**config.mk**
```make
export PLATFORM = sky130hd
export DESIGN_NAME = post_adder_acc
export DESIGN_NICKNAME = d
export VERILOG_FILES = /design/src/rtl/post_adder_acc_pkg.sv /design/src/rtl/post_adder_acc_pipe_reg.sv /design/src/rtl/post_adder_acc.sv
export SDC_FILE = /design/constraint.sdc
export NUM_CORES = 1
export LEC_CHECK = 0
export BUFFER_PORTS_ARGS = -buffer_cell sky130_fd_sc_hd__clkbuf_2
export CAP_MARGIN = 20
export CORE_MARGIN = 5
export CORE_UTILIZATION = 40
export CTS_BUF_LIST = sky130_fd_sc_hd__clkbuf_16
export CTS_CLUSTER_DIAMETER = 150
export DETAILED_ROUTE_END_ITERATION = 8
export GPL_TIMING_DRIVEN = 0
export PLACE_DENSITY_LB_ADDON = 0.05
export SYNTH_ARGS = -nofsm -noshare
export SYNTH_HDL_FRONTEND = slang
export SYNTH_SLANG_ARGS = --single-unit
```
**constraint.sdc**
```tcl
create_clock -name clk -period 5.69 [get_ports clk]
set_input_delay 0.569 -clock clk [delete_from_list [all_inputs] [get_ports clk]]
set_output_delay 0.569 -clock clk [all_outputs]
set_load 0.05 [all_outputs]
```
**src/rtl/post_adder_acc_pkg.sv**
```systemverilog
// Shared constants for the DSP post-adder/accumulator: mux selects, opmode bit positions, widths.
package post_adder_acc_pkg;
    localparam int P_W = 48;
    localparam int M_W = 36;

    localparam logic [1:0] X_ZERO = 2'd0;
    localparam logic [1:0] X_M    = 2'd1;
    localparam logic [1:0] X_P    = 2'd2;
    localparam logic [1:0] X_DAB  = 2'd3;

    localparam logic [1:0] Z_ZERO = 2'd0;
    localparam logic [1:0] Z_PCIN = 2'd1;
    localparam logic [1:0] Z_P    = 2'd2;
    localparam logic [1:0] Z_C    = 2'd3;

    localparam int OP_CIN = 5;
    localparam int OP_SUB = 7;
endpackage

```
**src/rtl/post_adder_acc_pipe_reg.sv**
```systemverilog
// Generic enabled pipeline register, reset value 0, reset style chosen by RSTTYPE.
// Latency 1 cycle; ce=0 holds the value, reset overrides ce.
module post_adder_acc_pipe_reg #(
    parameter int    WIDTH   = 1,
    parameter string RSTTYPE = "SYNC"
) (
    input  logic             clk,
    input  logic             rst,
    input  logic             ce,
    input  logic [WIDTH-1:0] d,
    output logic [WIDTH-1:0] q
);
    generate
        if (RSTTYPE == "ASYNC") begin : g_async
            always_ff @(posedge clk or posedge rst) begin
                if (rst)     q <= '0;
                else if (ce) q <= d;
            end
        end else begin : g_sync
            always_ff @(posedge clk) begin
                if (rst)     q <= '0;
                else if (ce) q <= d;
            end
        end
    endgenerate
endmodule

```
**src/rtl/post_adder_acc.sv**
```systemverilog
// DSP48A1-style post-adder/accumulator: Z +/- (X + cin) into the P stage with carry-out.
// Latency 0 or 1 cycle per PREG/CARRYOUTREG; cep=0 freezes P and carryout (no backpressure).
module post_adder_acc
    import post_adder_acc_pkg::*;
#(
    parameter int    PREG        = 1,
    parameter int    CARRYINREG  = 1,
    parameter int    CARRYOUTREG = 1,
    parameter string CARRYINSEL  = "OPMODE5"
) (
    input  logic           clk,
    input  logic           rst,
    input  logic           cep,
    input  logic           cecarryin,
    input  logic [M_W-1:0] m,
    input  logic [P_W-1:0] c,
    input  logic [P_W-1:0] dab,
    input  logic [P_W-1:0] pcin,
    input  logic [7:0]     opmode,
    input  logic           carryin,
    output logic [P_W-1:0] p,
    output logic [P_W-1:0] pcout,
    output logic           carryout,
    output logic           carryoutf
);
    logic           cin_src;
    logic           cin_q;
    logic           cin;
    logic [P_W-1:0] p_q;
    logic           co_q;
    logic [P_W-1:0] x_mux;
    logic [P_W-1:0] z_mux;
    logic [P_W:0]   sum;
    logic           unused_bits;

    assign unused_bits = ^{opmode[6], opmode[5], opmode[4], carryin};

    generate
        if (CARRYINSEL == "OPMODE5") begin : g_cin_op
            assign cin_src = opmode[OP_CIN];
        end else if (CARRYINSEL == "CARRYIN") begin : g_cin_port
            assign cin_src = carryin;
        end else begin : g_cin_zero
            assign cin_src = 1'b0;
        end
    endgenerate

    post_adder_acc_pipe_reg #(.WIDTH(1), .RSTTYPE("SYNC")) u_cin_reg (
        .clk (clk),
        .rst (rst),
        .ce  (cecarryin),
        .d   (cin_src),
        .q   (cin_q)
    );

    assign cin = (CARRYINREG == 1) ? cin_q : cin_src;

    // Feedback always uses the P register so PREG=0 never closes a combinational loop.
    always_comb begin
        x_mux = '0;
        case (opmode[1:0])
            X_ZERO:  x_mux = '0;
            X_M:     x_mux = {{(P_W-M_W){1'b0}}, m};
            X_P:     x_mux = p_q;
            X_DAB:   x_mux = dab;
            default: x_mux = '0;
        endcase
        z_mux = '0;
        case (opmode[3:2])
            Z_ZERO:  z_mux = '0;
            Z_PCIN:  z_mux = pcin;
            Z_P:     z_mux = p_q;
            Z_C:     z_mux = c;
            default: z_mux = '0;
        endcase
        // Subtraction at 49 bits leaves the borrow in the top bit.
        if (opmode[OP_SUB])
            sum = {1'b0, z_mux} - ({1'b0, x_mux} + {{P_W{1'b0}}, cin});
        else
            sum = {1'b0, z_mux} + {1'b0, x_mux} + {{P_W{1'b0}}, cin};
    end

    post_adder_acc_pipe_reg #(.WIDTH(P_W), .RSTTYPE("SYNC")) u_p_reg (
        .clk (clk),
        .rst (rst),
        .ce  (cep),
        .d   (sum[P_W-1:0]),
        .q   (p_q)
    );

    post_adder_acc_pipe_reg #(.WIDTH(1), .RSTTYPE("SYNC")) u_co_reg (
        .clk (clk),
        .rst (rst),
        .ce  (cep),
        .d   (sum[P_W]),
        .q   (co_q)
    );

    assign p         = (PREG == 1) ? p_q : sum[P_W-1:0];
    assign pcout     = p;
    assign carryout  = (CARRYOUTREG == 1) ? co_q : sum[P_W];
    assign carryoutf = carryout;
endmodule

```
==> flow_metrics.tcl, run 1 <==
set metrics [dict create \
    status "finished, final reports clean" \
    cts_buffers 5 \
    place_ws_ns -0.8097 \
    die_area_um2 29910 \
    finalClockSkew_ns 0.006409 \
    overflow 0 \
    grt_pass1_wl_um 65160 \
    layout_min_cycle_time_ns 5.478 \
    n_antenna_cell 0 \
    ir_worst_vdd_mv 0.1361 \
    syn-cell-area_um2 10620 \
    hold_class "input pin to flop" \
    crit_path_max_incr_delay_ns 0.75 \
    port_buffers 285 \
    yosys_warnings 0 \
    setup_violations 0 \
    drive_gt1_share_pct 28.43 \
    maxCapViolCount 0 \
    antenna_found_initial 1 \
    start_kind "input pin" \
    path_cells "clkbuf_2 > clkbuf_1 > mux2_2 > a22o_1 > ha_1 > inv_1 > ha_1 > a21oi_1 > o21a_1 > o2bb2ai_1 > or3_1 > a21oi_1 > a311oi_2 > buf_4 > a31oi_2 > o21ai_2 > a221o_1 > mux2i_1 > a211oi_1" \
    core_area_um2 26130 \
    relSlewSlack_pct 34.28 \
    die_x_um 173.0 \
    grt_pass1_vias 11058 \
    first_pass_iters 5 \
    clkLatencyLatePin_ns 0.32 \
    power_density_nw_per_um2 267.1 \
    ys_types 83 \
    end_kind "flop" \
    wl_per_cell_um 21.27 \
    track_usage_pct 27.32 \
    layout_commonest_cell "clkbuf_2" \
    gp_congestion 0.9587 \
    p_leak_uw 0.006327 \
    cts_buffer_depth 2 \
    die_height_um 173.0 \
    clock_sinks 50 \
    finish.utilization_pct 48.51 \
    final_cell_mix "clkbuf_2 (295), ha_1 (139), inv_1 (131), a21oi_1 (120), nor2_1 (106)" \
    max_freq_mhz 182.6 \
    ant_nets 0 \
    grt_max_degree 16 \
    area_delta_synth_final_pct 19.35 \
    ys.flop_type "dfxtp_1" \
    root_buffer "clkbuf_16" \
    netlist_instances 1396 \
    setup.worst_path.class "input pin to flop" \
    initial_core_util_pct 40.64 \
    crit_family "compound AO/OA/AOI/OAI gates" \
    avgViaCountPerCell 5.657 \
    drc 0 \
    async_flop_share_pct 0 \
    drv_slew 0 \
    finalSetupTns_ns 0 \
    arrival_ns 5.71 \
    worstMarginPinSlew_ns 0.9858 \
    synthesis.nets 1732 \
    drt_iter0_markers 845 \
    row_count 59 \
    synth_edf_count 0 \
    period_share_pct 96.27 \
    clk_pin_slew_ns 0.09 \
    fin_nets 2027 \
    syn_avg_cell_area_um2 7.608 \
    cp_slowest_cell "clkbuf_1" \
    fillers 2752 \
    synth_seq_cells 50 \
    num_vias 11466 \
    cts_hold_buf 0 \
    crit_buf_inv 4 \
    power.total_uw 3386 \
    setup_ws_ns 0.2122 \
    critPathMaxFanout 10 \
    finalHoldViolations 0 \
    dp_hpwl_um 34810 \
    seq_area_frac_synth_pct 9.424 \
    htreeDepth 2 \
    worstPathRequired_ns 5.93 \
    rsz0062_at_grt "no" \
    ios 291 \
    cts_tree "done" \
    drt-total-wl_um 43110 \
]
==> layout make-up <==
cell class | instances | area, µm² | area share [%]
Buffer | 109 | 616.8 | 4.866
Clock buffer | 5 | 125.1 | 0.9870
Clock inverter | 3 | 16.27 | 0.1283
Inverter | 131 | 491.7 | 3.879
Multi-Input combinational cell | 1106 | 8558 | 67.51
Sequential cell | 50 | 1001 | 7.896
Tap cell | 335 | 419.2 | 3.306
Timing Repair Buffer | 288 | 1449 | 11.43
==> where the power goes <==
part | internal (µW) | leakage (µW) | total [µW] | switching [µW]
combinational | 955 | 0.00585 | 2550 | 1590
sequential | 403 | 0.000414 | 489 | 85.7
clock | 163 | 0.0000672 | 348 | 185
==> cell families after synthesis <==
family | after synthesis | synth area share [%]
AOI/OAI and AO/OA | 460 | 30.78
and+or+nand+nor | 315 | 14.65
buffers and inverters | 240 | 10.21
adders and majority gates | 143 | 17.13
muxes | 110 | 11.37
xor gates and xnor gates | 78 | 6.432
DFF | 50 | 9.424
==> metal layers <==
layer / wire [µm] / up-vias / global-route usage (%) / part of all wire, %
met5: 0 / - / 0 / 0
met4: 1022 / 0 / 6.319 / 2.4
met3: 2876 / 56 / 4.017 / 6.7
met2: 20110 / 440 / 46.28 / 47
met1: 19100 / 5360 / 36.81 / 44
li1: - / 5610 / - / -
==> worst reg2reg max path: stages (launching register included) <==
cell and delay (ns):
dfxtp_1 0.41, a22oi_1 0.17, fa_1 0.48, fa_1 0.52, nor2b_4 0.17, o31ai_4 0.08
a21oi_2 0.24, a221o_1 0.42, a2111oi_4 0.13, nor4_2 0.68, a31oi_4 0.22, o21ai_2 0.34
a31oi_1 0.19, xnor2_1 0.17, a221oi_2 0.20
==> cell usage after synthesis, drive strengths merged, types with 8 or more instances <==
| cell type | count | area (µm²) |
|---|---|---|
| ha | 139 | 1739 |
| nor3 | 24 | 120.1 |
| inv | 131 | 491.7 |
| nor2 | 106 | 397.9 |
| o21bai | 22 | 165.2 |
| o211ai | 8 | 60.06 |
| nor2b | 32 | 207.7 |
| and3 | 11 | 68.82 |
| o21ai | 65 | 336.6 |
| xnor2 | 52 | 455.4 |
| mux2i | 25 | 250.2 |
| a211oi | 18 | 135.1 |
| a2111oi | 11 | 143.9 |
| nand2b | 13 | 88.83 |
| a21o | 35 | 262.8 |
| a31oi | 12 | 90.09 |
| mux2 | 85 | 957.2 |
| buf | 64 | 424.2 |
| clkbuf | 45 | 168.9 |
| nand2 | 63 | 236.5 |
| nand3 | 22 | 110.1 |
| dfxtp | 50 | 1001 |
| o21a | 13 | 97.59 |
| a22oi | 25 | 187.7 |
| a21oi | 122 | 614.3 |
| xor2 | 26 | 227.7 |
| a22o | 61 | 534.3 |
==> flip-flops by register name, summed over array words and instances (netlist names) <==
register	flops
u_co_reg.q	1
u_p_reg.q	48
u_cin_reg.q	1
==> metrics by stage <==
step / instances / hold slack (ns) / instance area, µm²
3_5_place_dp: 2017 / 0.5139 / 12470
5_1_grt: 2027 / 0.5268 / 12680
2_1_floorplan: 1396 / 0.5251 / 10620
3_3_place_gp: 2016 / 0.5160 / 12470
6_report: 2027 / 0.4891 / 12680
4_1_cts: 2025 / 0.4957 / 12630
==> path summary, 6_finish.rpt <==
kind,from,to,slack (ns),cells after the start
hold / removal,opmode[5],u_cin_reg.q,0.49,3
setup / recovery,opmode[1],u_p_reg.q[47],0.21,19
setup reg to reg,u_p_reg.q[0],u_p_reg.q[46],1.19,14
hold reg to reg,u_p_reg.q[27],u_p_reg.q[27],0.53,2
==> timing repair <==
| item | CTS | global route |
|---|---|---|
| gates cloned | 0 | 0 |
| gates resized for setup | 9 | 22 |
| buffers inserted | 0 | 2 |
| setup endpoints to repair | 17 | 7 |
| pin swaps | 0 | 1 |
Note: power is estimated with default switching activity, not from simulation.
==> run 2, diff against run 1 <==
--- a/config.mk
+++ b/config.mk
@@ -11,9 +11,11 @@
 export CORE_UTILIZATION = 40
 export CTS_BUF_LIST = sky130_fd_sc_hd__clkbuf_16
 export CTS_CLUSTER_DIAMETER = 150
+export CTS_CLUSTER_SIZE = 28
 export DETAILED_ROUTE_END_ITERATION = 8
 export GPL_TIMING_DRIVEN = 0
 export PLACE_DENSITY_LB_ADDON = 0.05
+export REMOVE_ABC_BUFFERS = 1
 export SYNTH_ARGS = -nofsm -noshare
 export SYNTH_HDL_FRONTEND = slang
 export SYNTH_SLANG_ARGS = --single-unit
==> run 2 against run 1 <==
Net effect:
- clock power down 5%
- worst hold slack better by 0.027 ns
- final cell count down 5.0%
- critical path type unchanged
==> flow_metrics.tcl, run 2 (same netlist as run 1, synthesis figures left out) <==
set metrics [dict create \
    status "finished, final reports clean" \
    largest_reg_flops 48 \
    ios 291 \
    die_area_um2 29910 \
    ir_worst_vdd_mv 0.1182 \
    die_height_um 173.0 \
    setup_violations 0 \
    place_area_um2 12060 \
    hold_class "input pin to flop" \
    start_kind "input pin" \
    max_freq_mhz 183.7 \
    ant_nets 0 \
    arrival_ns 5.66 \
    overflow 0 \
    n_antenna_cell 0 \
    crit_path_max_incr_delay_ns 0.48 \
    initial_core_util_pct 40.64 \
    p_leak_uw 0.006044 \
    root_buffer "clkbuf_16" \
    gp_congestion 0.9019 \
    drc 0 \
    drive_gt1_share_pct 26.65 \
    port_buffers 287 \
    period_share_pct 95.69 \
    drt_iter0_markers 670 \
    p_clk_share_pct 10.3 \
    antenna_found_initial 0 \
    row_count 59 \
    core_area_um2 26130 \
    layout_commonest_cell "clkbuf_2" \
    cts_hold_buf 0 \
    design_area_um2 12250 \
    p_seq_share_pct 14.7 \
    grt_pass1_vias 10487 \
    fin_nets 1926 \
    maxCapViolCount 0 \
    clock_sinks 50 \
    avgViaCountPerCell 5.551 \
    cts_buffers 5 \
    whs_path_depth 3 \
    worstRegToRegCells 15 \
    finish.utilization_pct 46.86 \
    htreeDepth 2 \
    intPower_uw 1460 \
    post-place-cells 1917 \
    grt_pass1_wl_um 56040 \
    comb_power_share_pct 75.0 \
    layout_min_cycle_time_ns 5.444 \
    setup.worst_path.class "input pin to flop" \
    die_x_um 173.0 \
    drt-total-wl_um 35030 \
    worstMarginPinSlew_ns 1.002 \
    cp_num_cells 19 \
    layoutNonFillerInstCount 1926 \
    grt_max_degree 70 \
    power.switching_uw 1769 \
    crit_family "compound AO/OA/AOI/OAI gates" \
    track_usage_pct 22.20 \
    swShare_pct 54.78 \
    drv_slew 0 \
    top_register "u_p_reg.q" \
    finalClockSkew_ns 0.01176 \
    crit_buf_inv 4 \
    area_delta_synth_final_pct 15.29 \
    path_cells "clkbuf_4 > buf_12 > and2b_4 > buf_12 > a22oi_1 > ha_1 > inv_1 > ha_1 > nand4_1 > nor2_1 > o2bb2ai_1 > or3_1 > a21oi_1 > a311oi_4 > a31oi_2 > o21ai_2 > a221o_1 > mux2i_1 > a211oi_1" \
    cts_tree "done" \
    clkLatencyLatePin_ns 0.32 \
    cp_slowest_cell "and2b_4" \
    power_density_nw_per_um2 263.7 \
    clk_pin_slew_ns 0.08 \
    reg_top3 "u_p_reg.q x48, u_cin_reg.q x1, u_co_reg.q x1" \
    first_pass_iters 6 \
    wl_per_cell_um 18.19 \
    relSlewSlack_pct 32.94 \
    end_kind "flop" \
    num_vias 10691 \
    final_cell_mix "clkbuf_2 (283), ha_1 (139), inv_1 (132), a21oi_1 (120), nor2_1 (106)" \
    critPathMaxFanout 29 \
    finalHoldViolations 0 \
    worstPathRequired_ns 5.91 \
    cts_buffer_depth 2 \
    dp_hpwl_um 28320 \
]
run 2: changes by cell type in the layout (fill, tap and decap cells not counted), sizes merged:
cell / delta
buf: -56
clkbuf: -45
clkinvlp: -1
inv: +1
run 2: path summary, 6_finish.rpt:
kind                  from       endpoint  slack, ns
max              opmode[2]  u_p_reg.q[47]       0.25
min              opmode[5]    u_cin_reg.q       0.52
max reg2reg  u_p_reg.q[19]  u_p_reg.q[47]       1.33
min reg2reg  u_p_reg.q[30]  u_p_reg.q[30]       0.52
run 2: what timing repair did:
| action | 4_1_cts | 5_1_grt |
|---|---|---|
| setup buffers | 0 | 1 |
| pin swaps | 0 | 1 |
| setup endpoints to repair | 9 | 6 |
| gates resized for setup | 6 | 3 |
run 2: layer usage:
| metal | track usage, % | vias up | wire length [µm] |
|---|---|---|---|
| met4 | 3.592 | 0 | 333 |
| met2 | 36.21 | 301 | 15350 |
| li1 | - | 5405 | - |
| met5 | 0 | - | 0 |
| met3 | 2.664 | 24 | 1745 |
| met1 | 32.03 | 4961 | 17600 |
run 2: area by class of cell:
type                       count  area (µm²)
fill                        2729       13890
clock inverter                 3       12.51
multi-input combinational   1106        8577
timing repair buffer         296        1619
tap                          335       419.2
inverter                     131       491.7
clock buffer                   5       125.1
sequential                    50        1001
run 2: worst min-delay path: cells and delay by family:
kind          cells  cell delay, ns
buf+inv           1            0.08
mux               1            0.06
simple gates      1            0.08
run 2: power by group through the flow:
stage	Combinational, µW	Clock (µW)	Sequential [µW]
2_1_floorplan	1420	0	831
3_3_place_gp	2370	0	481
3_5_place_dp	2380	0	484
4_1_cts	2410	341	476
5_1_grt	2640	353	489
6_report	2420	332	475
run 2: through the flow:
| stage | total power (µW) | TNS (ns) | setup WS [ns] | hold slack, ns |
|---|---|---|---|---|
| detailed placement | 2869 | -5.392 | -0.5812 | 0.5117 |
| global placement | 2853 | -99.56 | -3.058 | 0.5045 |
| finish | 3229 | 0 | 0.2455 | 0.5163 |
| CTS | 3224 | 0 | 0.1470 | 0.5023 |
| floorplan | 2255 | 0 | 0.5750 | 0.5216 |
| global route | 3485 | -0.0006293 | -0.0006293 | 0.5550 |
